## src/rtl/pito_program_loader.sv

```systemverilog
// Loads imem/dmem of the pito rv32 core from a word stream while holding the core in reset,
// then releases it. Optional checksum verification is enabled with PITO_LOADER_CHECKSUM_EN.
module pito_program_loader #(
    parameter int                DATA_W          = 32,
    parameter int                ADDR_W          = 32,
    parameter logic [ADDR_W-1:0] IMEM_BASE       = 32'h0000_0000,
    parameter logic [ADDR_W-1:0] DMEM_BASE       = 32'h0000_2000,
    parameter int                IMEM_WORDS      = 4096,
    parameter int                DMEM_WORDS      = 4096,
    parameter int                RST_HOLD_CYCLES = 4
) (
    input  logic              clk,
    input  logic              rst_n,
    input  logic              start,
    input  logic [15:0]       imem_len,
    input  logic [15:0]       dmem_len,
    input  logic              s_valid,
    input  logic [DATA_W-1:0] s_data,
    output logic              s_ready,
    output logic              pito_io_rst_n,
    output logic              pito_io_program,
    output logic              pito_io_imem_w_en,
    output logic [ADDR_W-1:0] pito_io_imem_addr,
    output logic [DATA_W-1:0] pito_io_imem_data,
    output logic              pito_io_dmem_w_en,
    output logic [ADDR_W-1:0] pito_io_dmem_addr,
    output logic [DATA_W-1:0] pito_io_dmem_data,
`ifdef PITO_LOADER_CHECKSUM_EN
    input  logic [DATA_W-1:0] exp_csum,
    output logic              err_csum,
`endif
    output logic              busy,
    output logic              done,
    output logic              err_len
);

    localparam int HOLD_W = (RST_HOLD_CYCLES > 1) ? $clog2(RST_HOLD_CYCLES) : 1;
    localparam logic [HOLD_W-1:0] HOLD_LAST = (RST_HOLD_CYCLES > 1) ? HOLD_W'(RST_HOLD_CYCLES - 1) : '0;

    typedef enum logic [2:0] {IDLE, HOLD, LD_IMEM, LD_DMEM, FLUSH, RUN} state_e;

    state_e            state_q, state_d;
    logic [HOLD_W-1:0] hold_q, hold_d;
    logic [15:0]       idx_q, idx_d;
    logic [15:0]       imem_len_q, imem_len_d;
    logic [15:0]       dmem_len_q, dmem_len_d;
    logic              err_len_q, err_len_d;
    logic              done_q, done_d;
    logic              imem_we_q, imem_we_d;
    logic [ADDR_W-1:0] imem_addr_q, imem_addr_d;
    logic [DATA_W-1:0] imem_data_q, imem_data_d;
    logic              dmem_we_q, dmem_we_d;
    logic [ADDR_W-1:0] dmem_addr_q, dmem_addr_d;
    logic [DATA_W-1:0] dmem_data_q, dmem_data_d;
    logic              len_bad;
    logic              handshake;
`ifdef PITO_LOADER_CHECKSUM_EN
    logic [DATA_W-1:0] csum_q, csum_d;
    logic [DATA_W-1:0] exp_q, exp_d;
    logic              err_csum_q, err_csum_d;
`endif

    assign s_ready         = (state_q == LD_IMEM) || (state_q == LD_DMEM);
    assign handshake       = s_valid && s_ready;
    assign len_bad         = ({1'b0, imem_len} > 17'(IMEM_WORDS)) || ({1'b0, dmem_len} > 17'(DMEM_WORDS));
    assign pito_io_rst_n   = (state_q == RUN);
    assign pito_io_program = (state_q == HOLD) || s_ready;
    assign busy            = pito_io_program || (state_q == FLUSH);
    assign done            = done_q;
    assign err_len         = err_len_q;
    assign pito_io_imem_w_en = imem_we_q;
    assign pito_io_imem_addr = imem_addr_q;
    assign pito_io_imem_data = imem_data_q;
    assign pito_io_dmem_w_en = dmem_we_q;
    assign pito_io_dmem_addr = dmem_addr_q;
    assign pito_io_dmem_data = dmem_data_q;
`ifdef PITO_LOADER_CHECKSUM_EN
    assign err_csum = err_csum_q;
`endif

    always_comb begin
        state_d     = state_q;
        hold_d      = hold_q;
        idx_d       = idx_q;
        imem_len_d  = imem_len_q;
        dmem_len_d  = dmem_len_q;
        err_len_d   = err_len_q;
        done_d      = 1'b0;
        imem_we_d   = 1'b0;
        imem_addr_d = imem_addr_q;
        imem_data_d = imem_data_q;
        dmem_we_d   = 1'b0;
        dmem_addr_d = dmem_addr_q;
        dmem_data_d = dmem_data_q;
`ifdef PITO_LOADER_CHECKSUM_EN
        csum_d     = csum_q;
        exp_d      = exp_q;
        err_csum_d = err_csum_q;
        if (handshake) csum_d = csum_q + s_data;
`endif
        case (state_q)
            IDLE, RUN: begin
                if (start) begin
                    if (len_bad) begin
                        err_len_d = 1'b1;
                        state_d   = IDLE;
                    end else begin
                        err_len_d  = 1'b0;
                        imem_len_d = imem_len;
                        dmem_len_d = dmem_len;
                        hold_d     = '0;
                        idx_d      = '0;
                        state_d    = HOLD;
`ifdef PITO_LOADER_CHECKSUM_EN
                        csum_d     = '0;
                        exp_d      = exp_csum;
                        err_csum_d = 1'b0;
`endif
                    end
                end
            end
            HOLD: begin
                if (hold_q == HOLD_LAST) begin
                    hold_d = '0;
                    if (imem_len_q != 16'd0)      state_d = LD_IMEM;
                    else if (dmem_len_q != 16'd0) state_d = LD_DMEM;
                    else                          state_d = FLUSH;
                end else begin
                    hold_d = hold_q + 1'b1;
                end
            end
            LD_IMEM: begin
                if (handshake) begin
                    imem_we_d   = 1'b1;
                    imem_addr_d = IMEM_BASE + (ADDR_W'(idx_q) << 2);
                    imem_data_d = s_data;
                    idx_d       = idx_q + 16'd1;
                    if (idx_q + 16'd1 == imem_len_q) begin
                        idx_d   = '0;
                        state_d = (dmem_len_q != 16'd0) ? LD_DMEM : FLUSH;
                    end
                end
            end
            LD_DMEM: begin
                if (handshake) begin
                    dmem_we_d   = 1'b1;
                    dmem_addr_d = DMEM_BASE + (ADDR_W'(idx_q) << 2);
                    dmem_data_d = s_data;
                    idx_d       = idx_q + 16'd1;
                    if (idx_q + 16'd1 == dmem_len_q) begin
                        idx_d   = '0;
                        state_d = FLUSH;
                    end
                end
            end
            FLUSH: begin
`ifdef PITO_LOADER_CHECKSUM_EN
                if (csum_q != exp_q) begin
                    err_csum_d = 1'b1;
                    state_d    = IDLE;
                end else begin
                    state_d = RUN;
                    done_d  = 1'b1;
                end
`else
                state_d = RUN;
                done_d  = 1'b1;
`endif
            end
            default: state_d = IDLE;
        endcase
    end

    always_ff @(posedge clk or negedge rst_n) begin
        if (!rst_n) begin
            state_q     <= IDLE;
            hold_q      <= '0;
            idx_q       <= '0;
            imem_len_q  <= '0;
            dmem_len_q  <= '0;
            err_len_q   <= 1'b0;
            done_q      <= 1'b0;
            imem_we_q   <= 1'b0;
            imem_addr_q <= '0;
            imem_data_q <= '0;
            dmem_we_q   <= 1'b0;
            dmem_addr_q <= '0;
            dmem_data_q <= '0;
`ifdef PITO_LOADER_CHECKSUM_EN
            csum_q      <= '0;
            exp_q       <= '0;
            err_csum_q  <= 1'b0;
`endif
        end else begin
            state_q     <= state_d;
            hold_q      <= hold_d;
            idx_q       <= idx_d;
            imem_len_q  <= imem_len_d;
            dmem_len_q  <= dmem_len_d;
            err_len_q   <= err_len_d;
            done_q      <= done_d;
            imem_we_q   <= imem_we_d;
            imem_addr_q <= imem_addr_d;
            imem_data_q <= imem_data_d;
            dmem_we_q   <= dmem_we_d;
            dmem_addr_q <= dmem_addr_d;
            dmem_data_q <= dmem_data_d;
`ifdef PITO_LOADER_CHECKSUM_EN
            csum_q      <= csum_d;
            exp_q       <= exp_d;
            err_csum_q  <= err_csum_d;
`endif
        end
    end

endmodule

```

## config.mk

```make
export PLATFORM = sky130hd
export DESIGN_NAME = pito_program_loader
export DESIGN_NICKNAME = d
export VERILOG_FILES = /design/src/rtl/pito_program_loader.sv
export SDC_FILE = /design/constraint.sdc
export NUM_CORES = 1
export LEC_CHECK = 0
export BUFFER_PORTS_ARGS = -buffer_cell sky130_fd_sc_hd__buf_4
export CAP_MARGIN = 20
export CORE_MARGIN = 3
export CORE_UTILIZATION = 50
export CTS_CLUSTER_SIZE = 28
export DETAILED_ROUTE_END_ITERATION = 6
export PLACE_DENSITY = 0.76
export SLEW_MARGIN = 10
export SYNTH_ARGS = -nofsm -noshare
export SYNTH_HDL_FRONTEND = slang
export SYNTH_SLANG_ARGS = --single-unit
```

## constraint.sdc

```tcl
create_clock -name clk -period 4.21 [get_ports clk]
set_input_delay 0.842 -clock clk [delete_from_list [all_inputs] [get_ports clk]]
set_output_delay 0.842 -clock clk [all_outputs]
set_load 0.05 [all_outputs]
```

==> reports/metrics.csv <==
metric;value;unit
slew margin rel.;40.5;%
pin count of the biggest net entering global routing;99;
number of global-route vias before repair;6178;
Post-synth EDFFs;0;
Critical Path RT;4.50;ns
CP max stage delay;0.77;ns
Synth Register Bits;154;
Post-synth top flop;dfrtp_1;
critical setup path kind;reg2reg;
CTS Root Cell;clkbuf_16;
Remaining DRCs;0;
fin. max-slew vios;0;
shortest period the worst path allows;3.64;ns
Lkg Pwr;5.04;nW
Reg clk slew, reported paths;0.07;ns
WHS Path Cells;2;
unrepaired setup endpoints after global routing;false;
Critical Path End Type;register;
Worst path depth;8;
detailed-router iteration count before antenna repair;6;
H-tree Lvls;4;
CP delay by family, top;simple AND/OR/NAND/NOR gates;
vias per cell;5.45;
slowest stage cell, crit path;nor4_1;
sequential area share after synthesis;49.6;%
Filler Cell Count;1244;
Fin Clk Skew;0.00882;ns
Syn Inst Count;886;
layout cells sized above 1;23.9;%
power per cell area;696;nW/um2
largest family of logic cells by synthesized area;simple AND/OR/NAND/NOR gates;
worst reg2reg startpoint;idx_q[3]$_DFFE_PN0P_;
Port Buffers;172;
status;complete, no violations;
HP Start;pito_io_dmem_data[20]$_DFFE_PN0P_;
Die Ht;131;um
total CTS buffers;17;
VDD IR-drop max;0.000317;V
DR WL/cell;16.7;um
Core Rows;44;
clock buffer depth;2;
Peak Freq;274;MHz
dpl hpwl;14.4;mm
total clock sinks;154;
global-route wire length before repair;32.4;mm
hold worst-path end;pito_io_dmem_data[20]$_DFFE_PN0P_;
IO Count;204;
Post-Route WL;20.4;mm
yosys synthesis warning count;0;
ANT cells;0;
synthesized area per cell;8.77;um2
area grow syn2layout;23.3;%
proportion of synthesized area in mux cells;3.88;%
grt ovf;0;
nets;1098;
setup TNS;0;ns
Placer Congestion;0.992;
GRT Overall Usage;24.1;%
vias post-DR;6664;
WP buf/inv;0;
Core Area;14900;um2
Startpoint Class;register;
Max-Cap Viols;0;
period utilization;86.6;%
Reg area;3850;um2
final hold violation count;0;
Multi-input gate area;3510;um2
effective utilization at floorplan;52.3;%
crit-path cells;nand4_1 -> nor4_1 -> xnor2_1 -> nand4_1 -> or4_4 -> o21a_4 -> nor2_4 -> o211ai_1;
Hold Crit Class;reg2reg;
Worst EP arrival;3.93;ns
CP Max Fanout;16;
Worst R2R End;idx_q[14]$_DFFE_PN0P_;
initial antenna violation count;0;
Synth Area in XOR/XNOR;4.70;%
Slew @ Worst Pin;0.892;ns
Post-Layout Cell Count;1223;
worst skew pair latency;0.42;ns
placed insts;1192;
most used cell, CP;nand4_1;
fraction of registers with async set/reset;100;%
Mapped Area;7770;um2
r2r setup slk;0.57;ns
worst-case reg-to-reg path depth;8;
Initial DRC Count;458;
hold buffers post-CTS;0;
Synth Area in Compound Gates;8.13;%
Distinct cells, synth;61;
post-route ant nets;0;
quantity of gates resized following cts;0;
total setup buffers inserted after CTS;0;
CTS tree;built;
die area;17100;um2
Synth Area in Simple Gates;26.2;%
Die Wd;131;um
Adder-Cell Fraction of Synth Area;0.483;%
endpoints failing setup;0;
final cells by class:
class,count,area share [%]
timing repair buffer,180,14.1
multi-input combinational,661,36.6
clock buffer,21,4.80
tap,184,2.40
inverter,13,0.509
sequential,154,40.2
clock inverter,10,1.36
worst min-delay path, cell delays in order (launching register included):
cell	delay, ns
dfrtp_1	0.34
nand2_1	0.05
nand2_1	0.05
per-stage QoR:
stage	hold WS [ns]	setup WS, ns	utilization, %	area (um2)	power (mW)
detailed placement	0.464	0.634	60.5	8990	5.18
CTS	0.478	0.629	64.5	9580	6.71
global route	0.494	0.289	64.5	9580	7.01
global placement	0.459	0.815	60.5	8990	5.14
floorplan	0.492	1.38	-	7880	4.25
finish	0.475	0.565	64.5	9580	6.67
per-layer routing:
metal,track usage (%),vias up,wire (um)
met5,0,-,0
met4,8.41,0,510
met3,4.47,39,1340
met2,38.5,262,9730
met1,33.4,3187,8840
li1,-,3176,-
cell families after synthesis:
| kind of cell | after synthesis |
|---|---|
| flops | 154 |
| mux | 27 |
| buf+inv | 101 |
| fa+ha+maj | 3 |
| simple gates | 466 |
| other cells | 1 |
| xor+xnor | 37 |
| compound gates | 97 |
worst max-delay path by stage:
stage | from | end | slack (ns)
2_1_floorplan | dmem_len[3] | dmem_len_q[10]$_DFFE_PN0P_ | 1.38
3_5_place_dp | idx_q[3]$_DFFE_PN0P_ | idx_q[14]$_DFFE_PN0P_ | 0.63
6_report | idx_q[3]$_DFFE_PN0P_ | idx_q[14]$_DFFE_PN0P_ | 0.57
3_3_place_gp | idx_q[3]$_DFFE_PN0P_ | idx_q[4]$_DFFE_PN0P_ | 0.81
5_1_grt | idx_q[3]$_DFFE_PN0P_ | idx_q[3]$_DFFE_PN0P_ | 0.29
4_1_cts | idx_q[3]$_DFFE_PN0P_ | idx_q[14]$_DFFE_PN0P_ | 0.63
registers in the layout (all words and copies together) (netlist names), 2 cells and up:
signal,count
imem_len_q,16
pito_io_imem_data,32
idx_q,16
pito_io_dmem_data,32
state_q,3
pito_io_dmem_addr,17
pito_io_imem_addr,16
dmem_len_q,16
hold_q,2
report_power, final:
| group | leakage (nW) | internal, mW | switching (mW) |
|---|---|---|---|
| clock | 0.284 | 0.914 | 0.606 |
| combinational | 2.68 | 0.883 | 2.10 |
| sequential | 2.08 | 1.86 | 0.301 |
| total | 5.04 | 3.66 | 3.01 |
cells in the mapped netlist (all sizes together) (4+ instances only):
cell / instances / share of area [%]
nor4: 21 / 1.7
nand3: 20 / 1.4
nand2b: 4 / 0.32
buf: 54 / 4.7
o211ai: 13 / 1.3
nand2: 325 / 16
a31oi: 6 / 0.48
inv: 13 / 0.63
a21oi: 9 / 0.58
clkbuf: 34 / 1.6
and2: 9 / 0.76
nor2: 32 / 1.6
nor3: 12 / 0.84
nand4: 7 / 0.56
dfrtp: 154 / 50
and3: 7 / 0.56
mux2: 25 / 3.6
nor2b: 13 / 1.0
xor2: 11 / 1.2
o21ai: 35 / 2.3
o22ai: 6 / 0.48
xnor2: 23 / 2.6
cell usage in the layout, fill, tap and decap left out, drive strengths merged, types with 9 or more instances in the layout:
master and instances:
a21oi 9, and2 9, buf 180, clkbuf 21, conb 31, dfrtp 154, inv 18, mux2 25
nand2 325, nand3 20, nor2 32, nor2b 13, nor3 12, nor4 21, o211ai 13, o21ai 35
xnor2 23, xor2 11
(Power assumes the default switching activity.)
